File: src/rtl/uart_pkg.sv
// Shared UART definitions: frame defaults and transmitter FSM states.
// Constant-only package; no latency or flow control of its own.
package uart_pkg;

  localparam int UART_DATA_BITS = 7;
  localparam int UART_STOP_BITS = 1;

  typedef enum logic [2:0] {
    IDLE   = 3'd0,
    START  = 3'd1,
    PARITY = 3'd2,
    DATA   = 3'd3,
    STOP   = 3'd4
  } tx_state_t;

endpackage

File: src/rtl/transmitter.sv
// Serial transmitter: start, even parity, data MSB first, stop; one bit per tx_en strobe.
// Load latency one tx_clk; backpressure via registered ready, one-entry holding register.
module transmitter
  import uart_pkg::*;
#(
  parameter int DATA_BITS = UART_DATA_BITS,
  parameter int STOP_BITS = UART_STOP_BITS
) (
  input  logic                 tx_clk,
  input  logic                 reset,
  input  logic                 tx_en,
  input  logic [DATA_BITS-1:0] data_in,
  input  logic                 tx_start,
  output logic                 ready,
  output logic                 busy,
  output logic                 done,
  output logic                 tx
);

  localparam int CNT_W = (DATA_BITS > 1) ? $clog2(DATA_BITS) : 1;
  localparam logic [CNT_W-1:0] CNT_LAST  = CNT_W'(DATA_BITS - 1);
  localparam logic             SCNT_LAST = 1'(STOP_BITS - 1);

  tx_state_t            state_q, state_d;
  logic                 tx_q, tx_d;
  logic                 done_q, done_d;
  logic                 ready_q, ready_d;
  logic [DATA_BITS-1:0] hold_dat_q, hold_dat_d;
  logic                 hold_par_q, hold_par_d;
  logic [DATA_BITS-1:0] shift_q, shift_d;
  logic                 par_q, par_d;
  logic [CNT_W-1:0]     cnt_q, cnt_d;
  logic                 scnt_q, scnt_d;
  logic                 accept;
  logic                 load;

  assign ready  = ready_q;
  assign done   = done_q;
  assign tx     = tx_q;
  // ready_q low means the holding register carries a payload
  assign busy   = (state_q != IDLE) || !ready_q;
  assign accept = tx_start && ready_q;

  always_ff @(posedge tx_clk) begin
    if (reset) begin
      state_q    <= IDLE;
      tx_q       <= 1'b1;
      done_q     <= 1'b0;
      ready_q    <= 1'b1;
      hold_dat_q <= '0;
      hold_par_q <= 1'b0;
      shift_q    <= '0;
      par_q      <= 1'b0;
      cnt_q      <= '0;
      scnt_q     <= 1'b0;
    end else begin
      state_q    <= state_d;
      tx_q       <= tx_d;
      done_q     <= done_d;
      ready_q    <= ready_d;
      hold_dat_q <= hold_dat_d;
      hold_par_q <= hold_par_d;
      shift_q    <= shift_d;
      par_q      <= par_d;
      cnt_q      <= cnt_d;
      scnt_q     <= scnt_d;
    end
  end

  always_comb begin
    state_d    = state_q;
    tx_d       = tx_q;
    done_d     = 1'b0;
    ready_d    = ready_q;
    hold_dat_d = hold_dat_q;
    hold_par_d = hold_par_q;
    shift_d    = shift_q;
    par_d      = par_q;
    cnt_d      = cnt_q;
    scnt_d     = scnt_q;
    load       = 1'b0;

    case (state_q)
      IDLE: begin
        tx_d = 1'b1;
        if (tx_en && !ready_q) load = 1'b1;
      end
      START: begin
        if (tx_en) begin
          state_d = PARITY;
          tx_d    = par_q;
        end
      end
      PARITY: begin
        if (tx_en) begin
          state_d = DATA;
          tx_d    = shift_q[DATA_BITS-1];
          shift_d = shift_q << 1;
          cnt_d   = CNT_LAST;
        end
      end
      DATA: begin
        if (tx_en) begin
          // MSB of the shifter is always the next bit to send
          if (cnt_q != '0) begin
            tx_d    = shift_q[DATA_BITS-1];
            shift_d = shift_q << 1;
            cnt_d   = cnt_q - 1'b1;
          end else begin
            state_d = STOP;
            tx_d    = 1'b1;
            scnt_d  = SCNT_LAST;
          end
        end
      end
      STOP: begin
        tx_d = 1'b1;
        if (tx_en) begin
          if (scnt_q != 1'b0) begin
            scnt_d = scnt_q - 1'b1;
          end else begin
            done_d = 1'b1;
            if (!ready_q) load = 1'b1;
            else          state_d = IDLE;
          end
        end
      end
      default: begin
        state_d = IDLE;
        tx_d    = 1'b1;
        cnt_d   = '0;
        scnt_d  = 1'b0;
      end
    endcase

    // Launch a pending payload; frees the holding register in the same edge
    if (load) begin
      state_d = START;
      tx_d    = 1'b0;
      shift_d = hold_dat_q;
      par_d   = hold_par_q;
      ready_d = 1'b1;
    end

    // accept and load never coincide: load needs ready_q low, accept needs it high
    if (accept) begin
      hold_dat_d = data_in;
      hold_par_d = ^data_in;
      ready_d    = 1'b0;
    end
  end

endmodule

File: config.mk
export PLATFORM = sky130hd
export DESIGN_NAME = transmitter
export DESIGN_NICKNAME = d
export VERILOG_FILES = /design/src/rtl/uart_pkg.sv /design/src/rtl/transmitter.sv
export SDC_FILE = /design/constraint.sdc
export NUM_CORES = 1
export LEC_CHECK = 0
export BUFFER_PORTS_ARGS = -buffer_cell sky130_fd_sc_hd__buf_2
export CAP_MARGIN = 20
export CORE_MARGIN = 2
export CORE_UTILIZATION = 45
export CTS_CLUSTER_SIZE = 12
export DETAILED_ROUTE_END_ITERATION = 16
export PLACE_DENSITY = 0.69
export SYNTH_ARGS = -nofsm -noshare
export SYNTH_HDL_FRONTEND = slang
export SYNTH_SLANG_ARGS = --single-unit
File: constraint.sdc
create_clock -name tx_clk -period 3.5 [get_ports tx_clk]
set_input_delay 0.7 -clock tx_clk [delete_from_list [all_inputs] [get_ports tx_clk]]
set_output_delay 0.7 -clock tx_clk [all_outputs]
set_load 0.01 [all_outputs]
# [Word level (Yosys, flattened, before mapping)]
# Index checks and enable logic that the tools add are counted.
[word_totals] out_inout_bits=4 register_bits=26 in_bits=11 word_cells=96
[classes] addsub=2 n_reduce_logical=20 n_bitwise=5 mux=37 eq_ne=21
[op_table] op="3-bit two-way mux" n=10
[op_table] op="7-bit two-way mux" n=4
[op_table] op="3-bit != test (second input constant)" n=8
[op_table] op="2-bit != test (second input constant)" n=9
[op_table] op="1-bit two-way mux" n=17
[op_table] op="8-bit AND reduction" n=2
[op_table] op="3-bit one-hot mux with 5 select lines" n=1
[op_table] op="7-bit one-hot mux with 2 select lines" n=1
[op_table] op="4-bit AND reduction" n=3
[op_table] op="3-bit one-hot mux with 3 select lines" n=1
[op_table] op="3-bit nonzero test" n=3
[op_table] op="3-bit OR reduction" n=3
[op_table] op="7-bit parity" n=1
[op_table] op="3-bit by 2-bit equality test with 1-bit output (second input constant)" n=2
[op_table] op="1-bit one-hot mux with 3 select lines" n=2
[op_table] op="1-bit inverter" n=5
[op_table] op="3-bit by 1-bit equality test with 1-bit output (second input constant)" n=1
[op_table] op="3-bit equality test (second input constant)" n=1
[op_table] op="3-bit zero test" n=1
[op_table] op="3-bit AND reduction" n=1
[op_table] op="3-bit by 1-bit subtractor with 3-bit output (second input constant)" n=1
[op_table] op="1-bit logical AND" n=2
[op_table] op="1-bit one-hot mux with 2 select lines" n=1
[op_table] op="2-bit nonzero test" n=1
[op_table] op="4 further kinds" n=4

# [Logic depth before layout (Yosys ltp)]
[depth] ltp_word=6 mapped_depth=6 ltp_nobuf=6

# [Worst setup path before layout]
# Ideal clock, no wire load.
[synth_timing] path_kind="input to register" start="in tx_en" end="reg shift_q[1]" path_stages=4 slack_ns=2.029 arrival_time_ns=1.385 t_required_ns=3.414 setup_ns=0.086 path_buffers=1 path_cell_list="buf_2 -> nand3_2 -> mux2i_1 -> a211oi_1"
[synth_via] elab_chain_cells=5 elab_cells_between_ends=10 classes_between="3 x eq/ne; 4 x mux; 3 x reduce/logical"
[synth_lines] item="start, declared" line="transmitter.sv:11" source="input logic tx_en,"
[synth_lines] item="1-bit logical AND" line="transmitter.sv:86" source="if (tx_en && !ready_q) load = 1'b1;"
[synth_lines] item="1-bit two-way mux" line="transmitter.sv:86"
[synth_lines] item="1-bit one-hot mux with 2 select lines" line="transmitter.sv:83" source="case (state_q)"
[synth_lines] item="3-bit != test (no line) or 3-bit nonzero test (tied branches)"
[synth_lines] item="4-bit AND reduction (no line)"
[synth_lines] item="end signal, assigned" line="transmitter.sv:63" source="shift_q <= shift_d;"
[synth_lines] item="end, declared" line="transmitter.sv:30" source="logic [DATA_BITS-1:0] shift_q, shift_d;"
# Parallel ways exist; a longest one is shown, timed or not.
# A chain may end at the register's enable or synchronous reset.

# [Final worst setup path]
[layout_timing] start="reg state_q[0]" end="out busy"
[layout_via] elab_chain_cells=2
[layout_lines] item="start, declared" line="transmitter.sv:24" source="tx_state_t state_q, state_d;"
[layout_lines] item="start signal, assigned" line="transmitter.sv:57" source="state_q <= state_d;"
[layout_lines] item="3-bit nonzero test" line="transmitter.sv:41" source="assign busy = (state_q != IDLE) || !ready_q;"
[layout_lines] item="1-bit logical OR" line="transmitter.sv:41"
[layout_lines] item="end, declared" line="transmitter.sv:15" source="output logic busy,"
# No other way between the ends.

==> impl_summary.md <==
Power
Dividing total power by cell area gives a power density of about 400 nW/um^2. The largest vdd supply drop is approximately 250 uV. The total leakage power is 0.000516 uW. Power comes to ~520 uW.

Hold path
The worst hold path belongs to the class flop to flop.

Floorplanning
After floorplanning, the core was sized to cover ~2500 um^2. The starting utilization of the core area is 0.479. The area of the die is 3090 um^2. The cell row count is 18. The top-level port count is 15.

The floorplan step set the die height to approximately 56 um. The x dimension of the die is roughly 56 um.

Yosys
The count of distinct cell types in the synthesized netlist is 33. The synthesized net count is approximately 150. The adder and majority cell fraction of the synthesized area is 0.0209.

Of the total synthesized cell area, the portion taken by AND, OR, NAND and NOR gates is 0.239. The mean cell area of the mapped netlist is around 8.6 um^2. After synthesis, the largest family of logic cells by area is simple AND/OR/NAND/NOR gates. The post-synthesis instance area is 1200 um^2. The fraction of the mapped netlist area in compound gates is 0.173. The instance count of the mapped netlist is 139. The Yosys warning count is 0. The share of the Yosys chip area taken by registers is 0.418.

The largest total area in the synthesized netlist belongs to dfxtp_1. Of the total synthesized cell area, the portion taken by XOR and XNOR cells is 0.0438. By area the synthesized netlist is led by dfxtp_1 42%, nand2_1 7.2%, mux2i_1 5.8%, a21oi_1 5.4%, a211oi_1 4.4%. The portion of synthesized area spent on multiplexers is 0.0585. The flip-flop and latch count after synthesis is 25.

Of the post-synthesis cell area, the dominant cell type holds 0.418.

Clocking
The largest buffer count on any clock path is 2. The post-cts resize count is 0. The root buffer cell is clkbuf_4. The number of buffers inserted for hold repair after clock tree synthesis is 0.

The clock reaches the later pin of the worst-skew pair after around 0.32 ns. The clock-pin slew of the registers on the worst-case setup and hold paths is 0.15 ns. The number of CTS-inserted buffers is 3. The number of sinks handled by clock tree synthesis is 25.

The CTS tree is done. The number of buffers inserted to repair setup after CTS is 0. The H-tree depth is 1.

Global route
The wire length of the first global-routing pass is 3770 um. For this run, the total global-route usage over all layers was measured as 0.149. The total global routing overflow is 0.

The number of antenna violations at the first check in global routing is 0. The via count of the first global-routing pass is between 800 and 900. Entering global routing, the biggest net connects 28 pins.

Critical path
The critical path start-end classification is flop to output pin. The critical-path maximum fanout is 9. At the worst endpoint, the arrival time is 1.26 ns. The worst setup path is captured at an output pin. The kind of launch point of the worst setup path is a flop. The signal on the critical path passes through nor2_4, nand3b_1, buf_2. The data required time at the worst endpoint is 2.80 ns.

The delay of the slowest critical-path stage is roughly 0.45 ns. The slowest stage cell on the critical path is dfxtp_1.

Finish
The repair_antennas step left the layout with diodes totalling 0. With fillers left out, the area of the finished cells amounts to 1290 um^2. Of the cells placed in the final design, the portion with a size suffix greater than 1 is 0.154. The library cells used most frequently in the layout, excluding fill and tap cells, are 25 x dfxtp_1, 23 x nand2_1, 14 x buf_2. The number of nets in the final layout is roughly 160.

The post-synthesis to final-layout area growth is 7.72%. The most frequent standard cell in the layout excluding fill and tap cells is dfxtp_1.

Route
The overall via count from detail_route is roughly 940. After detailed routing, the average wire length per cell comes to about 12 um. The DRC violations left is 0. The detailed router finished its first iteration with 23 violations. For this block, the routed nets add up to roughly 2200 um of wire. In the routed layout, each cell is associated on average with a via count of about 5.3. The number of iterations in the first detailed-routing pass is 4. Once detail routing completed, the nets flagged for antenna violations numbered 0.

Place
The routability congestion estimate is around 0.78. The half-perimeter wire length of the detailed placement result is 1510 um. The total cell area at the placement stage is 1260 um^2. Prior to clock tree synthesis, the placed netlist has a worst setup slack of between 1.5 and 2 ns. Input and output buffers added on the ports amount to 14.

Timing
Setup violations remaining at the end of the flow were counted as 0. Based on the critical path, the design can be clocked at up to just over 0.5 GHz. Setup slack on the critical path of the routed design comes to around 1.5 ns. The final number of hold-violating endpoints is 0.

The setup TNS is 0 ns. For the final database, setup skew stands at between 0.015 and 0.02 ns. The time the worst path needs with I/O delays and setup is about 2.0 ns. The post-route fraction of the period consumed by the critical path is 0.560.

The transition at the pin with the smallest max-transition slack is between 0.4 and 0.5 ns. The hold slack is 0.465 ns. The final max-slew violation count is 0. Setup repair after global routing left no endpoint under its margin. The relative max-transition margin is 0.691.

Run
The tool flagged a number of max-cap violations equal to 0.

Status
The flow ran to the end, and the final reports show no timing, DRC or antenna violations.
Yosys cell counts:
master / instances
xnor2_1: 5
nand2b_1: 2
o21ai_0: 4
nand3_2: 1
nand3b_2: 1
nor3_1: 1
clkbuf_1: 4
nand3_1: 4
nor3b_1: 1
buf_6: 1
nand2_1: 23
nor2b_1: 2
a21oi_1: 13
nor2_1: 11
ha_1: 2
mux2i_1: 7
nand3b_1: 4
nand4b_1: 1
a211oi_1: 7
a2111oi_0: 1
and3_1: 1
dfxtp_1: 25
a211oi_4: 1
nor2_4: 1
o22a_1: 1
inv_1: 4
a221o_1: 1
nor2b_2: 2
a21o_1: 1
o31ai_1: 2
xor2_1: 1
and2_1: 1
buf_2: 3
flip-flops by register name (all words and copies together) (netlist names):
signal	cells
hold_dat_q	7
shift_q	7
cnt_q	3
state_q	3
done	1
hold_par_q	1
par_q	1
ready	1
tx	1
through the flow:
| step | utilization | cells |
|---|---|---|
| 2_1_floorplan | - | 139 |
| 3_3_place_gp | 0.506 | 175 |
| 3_5_place_dp | 0.506 | 175 |
| 4_1_cts | 0.517 | 179 |
| 5_1_grt | 0.517 | 179 |
| 6_report | 0.517 | 179 |
metal layers:
layer / wire, um / part of all wire / track usage / vias to the layer above
li1: - / - / - / 499
met1: 1070 / 0.49 / 0.201 / 430
met2: 1020 / 0.47 / 0.240 / 11
met3: 59 / 0.027 / 0.0209 / 2
met4: 19 / 0.0088 / 0.0627 / 0
met5: 0 / 0 / 0 / -
power breakdown:
group / total (uW) / switching (uW) / internal, uW
clock: 130 / 85.7 / 44.6
sequential: 312 / 12.3 / 300
combinational: 76.4 / 42.3 / 34.1
total: 519 / 140 / 379
cells by family (layout without fill, tap and decap cells):
kind of cell | Yosys count | after routing
DFF | 25 | 25
buffers and inverters | 12 | 22
AOI/OAI and AO/OA | 31 | 31
and+or+nand+nor | 56 | 56
xor gates and xnor gates | 6 | 6
adders and majority gates | 2 | 2
muxes | 7 | 7
critical path, delay by kind of cell (launching register included):
kind                   cells  cell delay, ns
flip-flops                 1            0.45
AND/OR/NAND/NOR            2            0.35
buffers and inverters      1            0.15
path summary, 6_finish.rpt:
kind,startpoint,to,slack [ns],depth (start not counted)
worst max-delay path,state_q[0],busy,1.54,3
worst min-delay path,hold_dat_q[2],hold_dat_q[2],0.47,2
worst max register to register,state_q[1],shift_q[4],1.91,4
worst min register to register,hold_dat_q[2],hold_dat_q[2],0.47,2
layout make-up:
| class | count | area, um^2 |
|---|---|---|
| fill | 239 | 1210 |
| multi-input combinational | 102 | 642 |
| sequential | 25 | 500 |
| timing repair buffer | 14 | 70.1 |
| tap | 30 | 37.5 |
| clock buffer | 4 | 26.3 |
| inverter | 4 | 15.0 |
(Power assumes the default switching activity.)
